==> src/rtl/mem_arbiter_pkg.sv <==
// mem_arbiter_pkg: shared CPU types for the instruction/data memory arbiter
package mem_arbiter_pkg;

    typedef enum logic [1:0] {
        RAM_FREE   = 2'd0,
        RAM_BUSY   = 2'd1,
        RAM_ACCESS = 2'd2,
        RAM_ERROR  = 2'd3
    } ramstate_t;

    typedef enum logic [1:0] {
        ARB_IDLE = 2'd0,
        ARB_IACC = 2'd1,
        ARB_DACC = 2'd2,
        ARB_DONE = 2'd3
    } arb_state_t;

    typedef enum logic {
        GNT_I = 1'b0,
        GNT_D = 1'b1
    } gnt_t;

endpackage

==> src/rtl/mem_arbiter.sv <==
// mem_arbiter: single-port RAM arbiter between icache and dcache; MEM_ARB_RR_EN selects round-robin instead of fixed data priority
module mem_arbiter
    import mem_arbiter_pkg::*;
(
    input  logic        CLK,
    input  logic        RST,
    input  logic        iREN,
    input  logic [31:0] iaddr,
    output logic        iwait,
    output logic [31:0] iload,
    input  logic        dREN,
    input  logic        dWEN,
    input  logic [31:0] daddr,
    input  logic [31:0] dstore,
    output logic        dwait,
    output logic [31:0] dload,
    output logic        ramREN,
    output logic        ramWEN,
    output logic [31:0] ramaddr,
    output logic [31:0] ramstore,
    input  logic [31:0] ramload,
    input  logic [1:0]  ramstate,
    output logic        err
);

    arb_state_t state_q, state_d;
    logic       err_q, err_d;
    logic       d_req, pick_d;

    assign d_req = dREN | dWEN;
    assign err   = err_q & ~RST;

`ifdef MEM_ARB_RR_EN
    gnt_t last_q, last_d;

    // with both sides requesting, serve whichever side was not served last
    always_comb begin
        pick_d = d_req & (~iREN | (last_q == GNT_I));
        last_d = (state_q == ARB_IDLE && (d_req || iREN)) ? (pick_d ? GNT_D : GNT_I) : last_q;
    end

    // last-grant register
    always_ff @(posedge CLK) begin
        if (RST) last_q <= GNT_I;
        else     last_q <= last_d;
    end
`else
    assign pick_d = d_req;
`endif

    // next-state and RAM/requester outputs; reset forces the idle output pattern
    always_comb begin
        state_d  = state_q;
        err_d    = err_q;
        ramREN   = 1'b0;
        ramWEN   = 1'b0;
        ramaddr  = 32'h0;
        ramstore = 32'h0;
        iwait    = 1'b1;
        dwait    = 1'b1;
        iload    = 32'h0;
        dload    = 32'h0;
        case (state_q)
            ARB_IDLE: state_d = pick_d ? ARB_DACC : (iREN ? ARB_IACC : ARB_IDLE);
            ARB_IACC: begin
                ramREN  = 1'b1;
                ramaddr = iaddr;
                if (!iREN) begin
                    state_d = ARB_IDLE;
                end else if (ramstate == RAM_ACCESS) begin
                    iwait   = 1'b0;
                    iload   = ramload;
                    state_d = ARB_DONE;
                end else if (ramstate == RAM_ERROR) begin
                    err_d   = 1'b1;
                    state_d = ARB_DONE;
                end
            end
            ARB_DACC: begin
                ramaddr  = daddr;
                ramstore = dstore;
                ramWEN   = dWEN;
                ramREN   = ~dWEN;
                if (!d_req) begin
                    state_d = ARB_IDLE;
                end else if (ramstate == RAM_ACCESS) begin
                    dwait   = 1'b0;
                    dload   = ramload;
                    state_d = ARB_DONE;
                end else if (ramstate == RAM_ERROR) begin
                    err_d   = 1'b1;
                    state_d = ARB_DONE;
                end
            end
            default: state_d = ARB_IDLE;
        endcase
        if (RST) begin
            ramREN   = 1'b0;
            ramWEN   = 1'b0;
            ramaddr  = 32'h0;
            ramstore = 32'h0;
            iwait    = 1'b1;
            dwait    = 1'b1;
            iload    = 32'h0;
            dload    = 32'h0;
        end
    end

    // state and sticky error registers
    always_ff @(posedge CLK) begin
        if (RST) begin
            state_q <= ARB_IDLE;
            err_q   <= 1'b0;
        end else begin
            state_q <= state_d;
            err_q   <= err_d;
        end
    end

endmodule

==> config.mk <==
export PLATFORM = sky130hd
export DESIGN_NAME = mem_arbiter
export DESIGN_NICKNAME = d
export VERILOG_FILES = /design/src/rtl/mem_arbiter_pkg.sv /design/src/rtl/mem_arbiter.sv
export SDC_FILE = /design/constraint.sdc
export NUM_CORES = 1
export LEC_CHECK = 0
export ABC_AREA = 0
export CAP_MARGIN = 20
export CORE_AREA = 3 3 103 105
export CTS_CLUSTER_SIZE = 16
export DETAILED_ROUTE_END_ITERATION = 10
export DIE_AREA = 0 0 106 108
export PLACE_DENSITY = 0.65
export SKIP_CTS_REPAIR_TIMING = 1
export SLEW_MARGIN = 0
export SYNTH_ARGS = -nofsm -noshare
export SYNTH_HDL_FRONTEND = slang
export SYNTH_SLANG_ARGS = --single-unit
==> constraint.sdc <==
create_clock -name CLK -period 3.8 [get_ports CLK]
set_input_delay 0.38 -clock CLK [delete_from_list [all_inputs] [get_ports CLK]]
set_output_delay 0.38 -clock CLK [all_outputs]
set_load 0.02 [all_outputs]
Yosys cells after proc, flatten, opt, wreduce, memory -nomap -nowiden --
Index checks and enable logic that the tools add are counted.
Storage, ports and cells: flip-flop bits (word level) 3, bits of input ports 135, word-level logic and storage cells 49
Operators by class: equality and inequality tests 6, mux-type cells 34, bitwise gates (word level) 4, reductions and logical operators 3
Operator list (number):
- two-way mux 32 bit | 10
- case mux 32 bit (2 select lines) | 1
- two-way mux 1 bit | 15
- two-way mux 2 bit | 5
- equality test 2 bit, second input constant | 3
- case mux 2 bit (3 select lines) | 1
- inequality test 2 bit, second input constant | 2
- case mux 1 bit (2 select lines) | 2
- AND reduction 3 bit | 1
- equality test 2 x 1 -> 1 bit, second input constant | 1
- logical NOT 2 bit | 1
- NOT 1 bit | 2
- nonzero test 2 bit | 1
- bitwise AND 1 bit | 1
- bitwise OR 1 bit | 1

Depth between registers and ports, before layout --
depth in word-level cells 5, depth in mapped cells 6, gate-level depth less buffers 4

Worst setup path after synthesis --
Ideal clock, no wire load.
kind reg2out, start point register state_q[1], end point output iload[10], data arrival time 1.588 ns, slack 1.832 ns, cell stages (with the launch flop) 7, buffers on the path 2, cell sequence dfxtp_1 -> inv_1 -> ha_1 -> buf_2 -> nand4b_2 -> buf_2 -> nor3b_1
Between the ends: cells in the longest elaborated chain, start to end 3
RTL lines:
- from (decl) | line mem_arbiter.sv:26 | arb_state_t state_q, state_d;
- from (signal assigned) | line mem_arbiter.sv:115 | state_q <= state_d;
- equality test 2 x 1 -> 1 bit | line mem_arbiter.sv:63 | case (state_q)
- two-way mux 32 bit | line mem_arbiter.sv:63
- two-way mux 32 bit | line mem_arbiter.sv:97 | if (RST) begin
- to (decl) | line mem_arbiter.sv:10 | output logic [31:0] iload,
No other way between the ends.

Worst setup path in the final report --
start point register state_q[0], end point output ramstore[24]
Between the ends: cells in the longest elaborated chain, start to end 3
RTL lines:
- equality test 2 bit | line mem_arbiter.sv:63
- two-way mux 32 bit | line mem_arbiter.sv:63
- two-way mux 32 bit | line mem_arbiter.sv:97
- to (decl) | line mem_arbiter.sv:20 | output logic [31:0] ramstore,
No other way between the ends.

==> summary.md <==
| Metric | Value |
|---|---|
| Post-DP HPWL | 7940 µm |
| Die extent in y | 108 µm |
| Antenna viol nets, final | 0 |
| Class of the worst hold path | reg2reg |
| Worst vdd ir | 63.9 µV |
| Main area contributors after synthesis | nor4b_2 23%, nor3b_1 14%, a22oi_1 14%, and2_1 12%, nor2_1 7.0% |
| Worst-Skew Late Latency | 0.21 ns |
| Fin area | 4570 µm² |
| Largest net degree at the start of global routing | 38 |
| Critical Path Source Type | flop |
| CTS H-Tree Depth | 1 |
| DIE AREA | 11,400 µm² |
| Cell Area, Synth | 1770 µm² |
| Core Rows | 36 |
| Tmin final | 3.10 ns |
| DRT Wirelength | 9490 µm |
| Critical Path AT | 2.72 ns |
| Clk root buf | clkbuf_8 |
| Post-synth ARST share | 0 |
| Die W | 106 µm |
| Worst slew pin tran | 0.742 ns |
| Maximum fanout along the worst path | 37 |
| Register-to-register setup slack | 2.21 ns |
| Setup TNS | 0 ns |
| Setup violators final | 0 |
| I/O pins | 268 |
| Fin. max-slew vios | 0 |
| Layout area overhead | 158% |
| Vias | 2,758 |
| Final period util | 0.816 |
| Outcome | complete, no violations |
| Post-DP Area | 4520 µm² |
| Final Total Pwr | 577 µW |
| Clock-pin slew on the worst setup and hold paths | 0.03 ns |
| # diodes | 0 |
| Drt initial violations | 84 |
| Initial antenna violation count | 0 |
| First-pass GRT wire length | 14,100 µm |
| Vias per std cell | 4.53 |
| Max-Cap Viols | 0 |
| Post-synthesis cell type count | 28 |
| Number of enable flip-flop cells after synthesis | 0 |
| Most area-hungry cell type in the Yosys netlist | nor4b_2 |
| Static Leak | 0.00144 µW |
| Crit end category | output port |
| Routed wire per std cell | 15.6 µm |
| Fraction of layout cells with a size suffix above 1 | 0.101 |
| Fmax | 0.322 GHz |
| Sequential share of the synthesized area | 0.0340 |
| Router iterations before antenna repair | 4 |
| Residual DRC | 0 |
| Layout Skew | 0.00110 ns |
| Fin. Hold Viols | 0 |
| RSZ-0062 raised after global routing | false |
| Core ar. | 9730 µm² |
| FF+latch count, synth | 3 |
| Clk buf depth | 2 |
| Relative slew margins | 0.506 |
| Synth warn | 0 |
| Placed Cells | 605 |
| Crit Path Category | reg2out |
| CTS Buf Count | 3 |
| Total gr overflow | 0 |
| Nets | 616 |
| Power density cells | 126 nW/µm² |
| Num Clock Sinks | 3 |
| Predominant post-synthesis flop cell | dfxtp_1 |
| Gpl congestion | 0.810 |
| CP required | 3.42 ns |
| Final cell count without fillers | 609 |
| CTS tree | yes |
| I/O Buffers | 267 |
| Count of mapped cells out of synthesis | 228 |
| Commonest cells in the netlist | 33 x and2_1, 33 x nor2_1, 33 x nor3b_1 |
| Vias in the first global route | 2,781 |
| Area share of the largest cell type after synthesis | 0.229 |
| GRT Util Overall | 0.150 |
| Initial Util | 0.182 |
| Mapped Nets | 367 |
| Mean Syn Cell Area | 7.75 µm² |
-- final timing paths --
| check | start | endpoint | cells past startpoint |
|---|---|---|---|
| worst max-delay path | state_q[0] | ramstore[24] | 6 |
| worst max register to register | state_q[0] | err_q | 5 |
| worst min-delay path | err_q | err_q | 2 |
| worst min register to register | err_q | err_q | 2 |
-- metal layers --
layer | track usage | vias up | routed length [µm]
met5 | 0 | - | 0
met4 | 0.0324 | 0 | 98
met3 | 0.0525 | 8 | 959
met2 | 0.299 | 163 | 4920
met1 | 0.149 | 1252 | 3520
li1 | - | 1335 | -
-- registers in the layout, indices dropped and copies added, names as in the netlist --
register and count:
state_q 2, err_q 1
-- power by group --
group / internal [µW] / switching (µW) / leakage [µW]
Sequential: 35.1 / 3.44 / 0.0000247
Combinational: 247 / 200 / 0.00139
Clock: 71.4 / 19.4 / 0.0000228
-- stage by stage --
stage	util	hold WS (ns)	worst slack, ns
final	0.469	0.459	0.698
after global routing	0.469	0.487	0.425
after CTS	0.469	0.466	0.600
after detailed placement	0.465	0.459	0.788
after global placement	0.465	0.440	0.871
after floorplan	-	0.424	1.83
-- cells in the final DEF (no fill, tap or decap), drive strengths merged --
| master | netlist | layout |
|---|---|---|
| dfxtp | 3 | 3 |
| clkbuf | 11 | 4 |
| o211ai | 2 | 2 |
| a311oi | 2 | 2 |
| o21ai | 1 | 1 |
| and2b | 1 | 1 |
| a22oi | 32 | 32 |
| buf | 22 | 10 |
| or3 | 1 | 1 |
| nor2 | 33 | 33 |
| nor3b | 33 | 33 |
| nand4bb | 1 | 1 |
| inv | 4 | 4 |
| clkdlybuf4s50 | 0 | 267 |
| ha | 4 | 4 |
| nand2 | 1 | 1 |
| a21oi | 1 | 1 |
| and2 | 33 | 33 |
| nor4b | 32 | 32 |
| o41ai | 1 | 1 |
| nand4b | 1 | 1 |
| nand2b | 5 | 5 |
| nor2b | 1 | 1 |
| o221ai | 2 | 2 |
| or2 | 1 | 1 |
-- kinds of logic (layout without fill, tap and decap cells) --
| kind of cell | Yosys count | count (layout) | synth area share |
|---|---|---|---|
| fa+ha+maj | 4 | 4 | 0.0283 |
| flops | 3 | 3 | 0.0340 |
| simple gates | 143 | 143 | 0.657 |
| compound gates | 41 | 41 | 0.175 |
| buf+inv | 37 | 285 | 0.106 |
-- critical path, cell delays in order, from the launching register on --
cell and delay [ns]:
dfxtp_1 0.34, inv_1 0.09, ha_1 0.20, buf_4 0.35, and2b_1 0.67, and2_1 0.23, clkdlybuf4s50_1 0.61
-- final cells by class --
| type | count | area (µm²) |
|---|---|---|
| Timing Repair Buffer | 277 | 2750 |
| Inverter | 4 | 15.0 |
| Tap cell | 133 | 166 |
| Sequential cell | 3 | 60.1 |
| Fill cell | 977 | 5160 |
| Clock buffer | 4 | 45.0 |
| Multi-Input combinational cell | 188 | 1530 |
Note: power is estimated with default switching activity, not from simulation.
